## src/rtl/divider_pkg.sv

```systemverilog
// Shared definitions for the repeated-subtraction divider (datapath, control path, bench).
package divider_pkg;

  localparam int unsigned DEFAULT_WIDTH = 8;

  // Control actions, listed in priority order: LOAD > EVAL > UPDATE > IDLE.
  // Reset sits above all of these and is handled directly by the registers.
  typedef enum logic [1:0] {
    ACT_IDLE   = 2'd0,
    ACT_LOAD   = 2'd1,
    ACT_EVAL   = 2'd2,
    ACT_UPDATE = 2'd3
  } ctrl_action_e;

  // Reduce the raw control strobes to the single action that takes effect.
  function automatic ctrl_action_e decode_action(input logic ld, input logic ld2,
                                                 input logic cng);
    ctrl_action_e act;
    if (ld)       act = ACT_LOAD;
    else if (ld2) act = ACT_EVAL;
    else if (cng) act = ACT_UPDATE;
    else          act = ACT_IDLE;
    return act;
  endfunction

endpackage

```

## src/rtl/divider_cmp_sub.sv

```systemverilog
// Combinational compare / zero-check / subtract slice of the divider datapath.
module divider_cmp_sub #(
  parameter int unsigned WIDTH = 8
) (
  input  logic [WIDTH-1:0] a,
  input  logic [WIDTH-1:0] b,
  output logic             a_ge_b_c,
  output logic             b_nz_c,
  output logic [WIDTH-1:0] diff_c
);

  // A >= B decides whether another subtraction fits; B != 0 guards divide-by-zero.
  always_comb begin
    a_ge_b_c = (a >= b);
    b_nz_c   = (b != '0);
    diff_c   = a - b;
  end

endmodule

```

## src/rtl/divider_datapath.sv

```systemverilog
// Registered datapath for the repeated-subtraction unsigned divider.
module divider_datapath
  import divider_pkg::*;
#(
  parameter int unsigned WIDTH = DEFAULT_WIDTH
) (
  input  logic             clk,
  input  logic             rst,
  input  logic             ld,
  input  logic             ld2,
  input  logic             cng,
  input  logic [WIDTH-1:0] dividend,
  input  logic [WIDTH-1:0] divisor,
  output logic             upd,
  output logic [WIDTH-1:0] quotient,
  output logic [WIDTH-1:0] remainder,
  output logic             done,
  output logic             dbz
);

  logic [WIDTH-1:0] a_q, a_d;
  logic [WIDTH-1:0] b_q, b_d;
  logic [WIDTH-1:0] q_q, q_d;
  logic             cmp_q, cmp_d;
  logic             done_q, done_d;
  logic             dbz_q, dbz_d;

  logic             a_ge_b_c;
  logic             b_nz_c;
  logic [WIDTH-1:0] diff_c;
  ctrl_action_e     act_c;

  divider_cmp_sub #(
    .WIDTH(WIDTH)
  ) u_cmp (
    .a       (a_q),
    .b       (b_q),
    .a_ge_b_c(a_ge_b_c),
    .b_nz_c  (b_nz_c),
    .diff_c  (diff_c)
  );

  // Status to the control path: another subtraction is still needed.
  always_comb begin
    upd   = b_nz_c && a_ge_b_c && !done_q;
    act_c = decode_action(ld, ld2, cng);
  end

  // Next-state: only the highest-priority action applies; a finished result stays frozen.
  always_comb begin
    a_d    = a_q;
    b_d    = b_q;
    q_d    = q_q;
    cmp_d  = cmp_q;
    done_d = done_q;
    dbz_d  = dbz_q;
    case (act_c)
      ACT_LOAD: begin
        a_d    = dividend;
        b_d    = divisor;
        q_d    = '0;
        cmp_d  = 1'b0;
        done_d = 1'b0;
        dbz_d  = (divisor == '0);
      end
      ACT_EVAL: begin
        if (!done_q) begin
          cmp_d = upd;
          if (!upd) done_d = 1'b1;
          if (dbz_q) q_d = '1;
        end
      end
      ACT_UPDATE: begin
        // Only subtract after a true compare, so A can never underflow.
        if (cmp_q && !done_q) begin
          a_d   = diff_c;
          q_d   = q_q + WIDTH'(1);
          cmp_d = 1'b0;
        end
      end
      default: ;
    endcase
  end

  // State registers with synchronous active-high reset.
  always_ff @(posedge clk) begin
    if (rst) begin
      a_q    <= '0;
      b_q    <= '0;
      q_q    <= '0;
      cmp_q  <= 1'b0;
      done_q <= 1'b0;
      dbz_q  <= 1'b0;
    end else begin
      a_q    <= a_d;
      b_q    <= b_d;
      q_q    <= q_d;
      cmp_q  <= cmp_d;
      done_q <= done_d;
      dbz_q  <= dbz_d;
    end
  end

  // Registered results straight from the working registers.
  always_comb begin
    quotient  = q_q;
    remainder = a_q;
    done      = done_q;
    dbz       = dbz_q;
  end

endmodule
```

## config.mk

```make
export PLATFORM = sky130hd
export DESIGN_NAME = divider_datapath
export DESIGN_NICKNAME = d
export VERILOG_FILES = /design/src/rtl/divider_pkg.sv /design/src/rtl/divider_cmp_sub.sv /design/src/rtl/divider_datapath.sv
export SDC_FILE = /design/constraint.sdc
export NUM_CORES = 1
export LEC_CHECK = 0
export CORE_ASPECT_RATIO = 1.4
export CORE_MARGIN = 2
export CORE_UTILIZATION = 50
export DETAILED_ROUTE_END_ITERATION = 8
export PLACE_DENSITY = 0.8
export SYNTH_ARGS = -nofsm -noshare
export SYNTH_HDL_FRONTEND = slang
export SYNTH_SLANG_ARGS = --single-unit
export TNS_END_PERCENT = 50
```

## constraint.sdc

```tcl
create_clock -name clk -period 4.5 [get_ports clk]
set_clock_uncertainty 0.2 [all_clocks]
set_input_delay 0.9 -clock clk [delete_from_list [all_inputs] [get_ports clk]]
set_output_delay 0.9 -clock clk [all_outputs]
set_load 0.005 [all_outputs]
```

### After elaboration in Yosys (flattened, before gate mapping)

Cells that the tools add are included.

| storage, ports and cells | value |
|---|---|
| bits in registers | 27 |
| logic and storage cells | 42 |

| cells by class | value |
|---|---|
| add/sub/neg operators | 2 |
| $lt $le $gt $ge | 1 |
| eq/ne operators | 6 |
| mux-type cells | 15 |
| reductions and logical operators | 12 |

Operators by type and width:

| cell | count |
|---|---|
| 8-bit 2-to-1 mux | 4 |
| 8-bit case mux with 3 select lines | 1 |
| 8-bit case mux with 2 select lines | 1 |
| 8-bit by 1-bit adder with 8-bit output (second input constant) | 1 |
| 8-bit >= comparator | 1 |
| 8-bit logical NOT | 1 |
| 8-bit nonzero test | 1 |
| 8-bit subtractor | 1 |
| 2-bit 2-to-1 mux | 3 |
| 2-bit != test (second input constant) | 3 |
| 2-bit == test (second input constant) | 2 |
| 1-bit 2-to-1 mux | 4 |
| 4-bit AND reduction | 1 |
| 2-bit nonzero test | 2 |
| 1-bit logical AND | 3 |
| 1-bit case mux with 3 select lines | 1 |
| 3-bit AND reduction | 1 |
| 3-bit nonzero test | 1 |
| 2-bit by 1-bit == test with 1-bit output (second input constant) | 1 |
| 1-bit case mux with 2 select lines | 1 |
| 2-bit AND reduction | 1 |
| 1-bit logical NOT | 1 |

### Longest topological paths before layout

| logic depth | value |
|---|---|
| word-level depth | 6 |
| depth in mapped cells | 10 |

### By module

From an unflattened synthesis, not the netlist that was laid out.

| second synthesis, totals | value |
|---|---|
| cell total of the unflattened synthesis | 211 |
| area total of the unflattened synthesis | 1789.2 um^2 |

By module, submodules not included:

| module | times used | cells each | area an instance (um^2) |
|---|---|---|---|
| divider_datapath | 1 | 155 | 1388.8 |
| divider_cmp_sub | 1 | 56 | 400.4 |

### Worst setup path after synthesis

Ideal clock, no wire load.

| timing path | value |
|---|---|
| path type | register -> output |
| start point | reg a_q[0] (netlist: remainder[0]) |
| end point | out upd |
| arrival | 1.748 ns |
| required time | 3.400 ns |
| setup slack | 1.652 ns |
| stages on the path, launching flop included | 9 |
| path through | dfxtp_1 > inv_1 > ha_1 > inv_1 > fa_1 > a21o_1 > a2111oi_2 > o21ai_1 > and2_1 |

| on the way | value |
|---|---|
| longest elaborated chain between the ends | 3 |

RTL lines:

| item | line | text |
|---|---|---|
| start: declaration | divider_datapath.sv:21 | `logic [WIDTH-1:0] a_q, a_d;` |
| start signal: assignment | divider_datapath.sv:88 | `a_q <= '0;` |
| start signal: assignment | divider_datapath.sv:95 | `a_q <= a_d;` |
| 8-bit >= comparator | divider_cmp_sub.sv:14 | `a_ge_b_c = (a >= b);` |
| 1-bit logical AND (2 in series) | divider_datapath.sv:45 | `upd = b_nz_c && a_ge_b_c && !done_q;` |
| end: declaration | divider_datapath.sv:14 | `output logic upd,` |

Every way passes these cells.

### Final worst setup path

| timing path | value |
|---|---|
| start point | reg b_q[0] |
| end point | out upd |

| on the way | value |
|---|---|
| longest elaborated chain between the ends | 3 |
| elaborated cells on any way between the ends | 4 |
| those cells by class | order compare: 1; reduce/logical: 3 |

RTL lines:

| item | line | text |
|---|---|---|
| start: declaration | divider_datapath.sv:22 | `logic [WIDTH-1:0] b_q, b_d;` |
| start signal: assignment | divider_datapath.sv:89 | `b_q <= '0;` |
| start signal: assignment | divider_datapath.sv:96 | `b_q <= b_d;` |
| 8-bit >= comparator or 8-bit nonzero test (tied branches) | divider_cmp_sub.sv:14, divider_cmp_sub.sv:15 |  |
| 1-bit logical AND (*) (2 in series) | divider_datapath.sv:45 |  |

Every way passes the cells marked *; elsewhere a longest branch is shown, timed or not.

==> results.cfg <==
[outcome]
outcome = completed

[global_routing]
grt_pass1_vias = 1451
grtUsageMet1_pct = 26.2
antenna_found_initial = 0
gr-usage-met2_pct = 38.1
grt_pass1_wl_mm = 6.38
grt_max_degree = 31
met3_usage_pct = 2.85
overflow = 0
grtUsageTotal_pct = 21.6
grt.busiest_layer = met2

[critical_path]
rr_worst_depth = 8
startpoint = b_q[0]
rr_startpoint = b_q[0]
r2r_end = cmp_q
worstPathArrival_ps = 2690
setup.worst_path.start_class = register
rrSetupSlack_ps = 2060
path_class = reg2out
crit_end = upd
cp_max_fo = 3
cp-end-kind = output pin
cp.required_ps = 3400

[synth]
yosysSeqAreaShare_pct = 31.4
yosys_most_used_dff = dfxtp_1
yosysWarnings = 0
syn-instance-count = 205
ys_async_sr_fraction_pct = 0
synth-edff-count = 0
ys_types = 45
netlist_area_um2 = 1720
synth-seq-cells = 27
avgSynthCellArea_um2 = 8.39
syn-num-nets = 240

[routing]
vias = 1560
wire_per_inst_um = 13.6
vias_per_cell = 5.57
drc = 0
drtPass1Iterations = 5
postRouteAntennaNets = 0
drt_wl_total_mm = 3.80
drt_iter0_drc = 40

[clock_tree]
cts_tree = yes
clk_latency_ps = 280
ctsResizeCount = 0
numCtsBuffers = 3
postCtsHoldBufs = 0
clkSinkCount = 27
clockRootBuffer = clkbuf_8
cts.path.max_buffers = 2
h-tree-depth = 1
post-cts-setup-buffers = 0
clkTransAtPathRegs_ps = 90

[hold_path]
hp-class = reg2reg

[timing]
max_slew_margin_pct = 27.0
finalCritPeriodShare_pct = 84.1
period_minus_slack_ps = 3790
setup_tns_ps = 0
slew_viol_final = 0
setup_viol = 0
worst_slew_pin_slew_ps = 1090
finalHoldViolations = 0
rsz0062_at_grt = no
max_freq_ghz = 0.264
holdWs_ps = 306

[placed_design]
hpwl_mm = 2.86
place_area_um2 = 2120
place_inst = 276
io_buffers = 39
gp_congestion = 0.806

[power_and_ir_drop]
power-per-cell-area_nw_per_um2 = 293
p_total_uw = 636
ir_worst_vdd_mv = 0.173
p_leak_uw = 0.000835

[layout]
fillers = 283
fin_area_um2 = 2170
syn2layout_area_growth_pct = 26.2
instances_no_fill = 280
finalNetCount = 276
drive_above_1_share_pct = 5.83
antenna-diode-count = 0

[flow_run]
maxCapViolations = 0

[die]
io_pins = 40
dieArea_um2 = 3930
initial_core_util_pct = 51.4
rows = 25
core_um2 = 3350
die_w_um = 53.6
dieHeight_um = 73.4
worst max-delay path: stages, from the launching register on:
cell and delay, ps:
dfxtp_1 390, ha_1 180, inv_1 50, fa_1 410, a21o_1 200, a2111oi_2 370, o21ai_1 190, and2_1 170
clkdlybuf4s50_1 450
power breakdown:
group / switching [uW] / total, uW / internal, uW
combinational: 105 / 222 / 116
clock: 79.8 / 142 / 62.2
sequential: 16.4 / 272 / 256
total: 201 / 636 / 434
cell usage after synthesis (2+ instances only):
cell | n | share of area, %
nor4_1 | 4 | 1.5
inv_1 | 18 | 3.9
nor2b_1 | 2 | 0.73
o21a_1 | 2 | 0.87
mux2i_1 | 14 | 8.1
a211oi_1 | 14 | 6.1
a21o_1 | 3 | 1.3
nand2_1 | 10 | 2.2
ha_1 | 13 | 9.5
nor2_1 | 27 | 5.9
nand2b_1 | 7 | 2.5
nand3_1 | 3 | 0.87
xnor2_1 | 3 | 1.5
buf_2 | 5 | 1.5
o21ai_1 | 2 | 0.58
a21oi_1 | 14 | 4.1
o21ai_0 | 9 | 2.6
dfxtp_1 | 27 | 31
clkbuf_1 | 2 | 0.44
placed cells by master (no fill, tap or decap), types with 2 or more instances in the layout:
cell             netlist  routed
mux2i_1               14      14
inv_1                 18      18
clkdlybuf4s50_1        0      39
nor4_1                 4       4
ha_1                  13      13
xnor2_1                3       3
o21ai_1                2       2
a21oi_1               14      14
nand2b_1               7       7
a211oi_1              14      14
nor2_1                27      27
o21ai_0                9       9
nor2b_1                2       2
clkbuf_8               0       3
dfxtp_1               27      27
nand2_1               10      10
nand3_1                3       3
a21o_1                 3       3
o21a_1                 2       2
metal layers:
layer	vias up	wire length (um)
met5	-	0
met3	2	141
li1	796	-
met1	724	1630
met2	38	2000
met4	0	26
sequential cells by signal, indices dropped and copies added (netlist names):
signal	count
b_q	8
cmp_q	1
dbz	1
done	1
quotient	8
remainder	8
worst min path at each step:
| stage | from | end | slack (ps) | cells past startpoint |
|---|---|---|---|---|
| 6_report | dbz | dbz | 310 | 2 |
| 5_1_grt | dbz | dbz | 340 | 2 |
| 4_1_cts | dbz | dbz | 300 | 2 |
| 3_5_place_dp | dbz | dbz | 280 | 2 |
| 3_3_place_gp | dbz | dbz | 290 | 2 |
| 2_1_floorplan | dbz | dbz | 270 | 2 |
stage by stage:
stage	util, %	worst slack, ps
after global routing	64.9	583
after floorplan	-	1650
after CTS	64.9	690
after global placement	63.5	1010
final	64.9	714
after detailed placement	63.5	947
logic make-up after synthesis:
group                      share of synthesized area [%]
and+or+nand+nor                                     17.1
muxes                                               8.15
xor gates and xnor gates                            2.04
DFF                                                 31.4
AOI/OAI and AO/OA                                   24.2
adders and majority gates                           10.6
buffers and inverters                               6.47
final cells by class:
type	count	area, um^2	area share (%)
well taps	40	50.0	2.31
clock inverters	1	5.00	0.231
clock buffers	3	41.3	1.90
repair buffers	40	398	18.3
flip-flops and latches	27	541	24.9
multi-input cells	151	1070	49.2
inverters	18	67.6	3.11
Power figures use the tool's default switching activity.
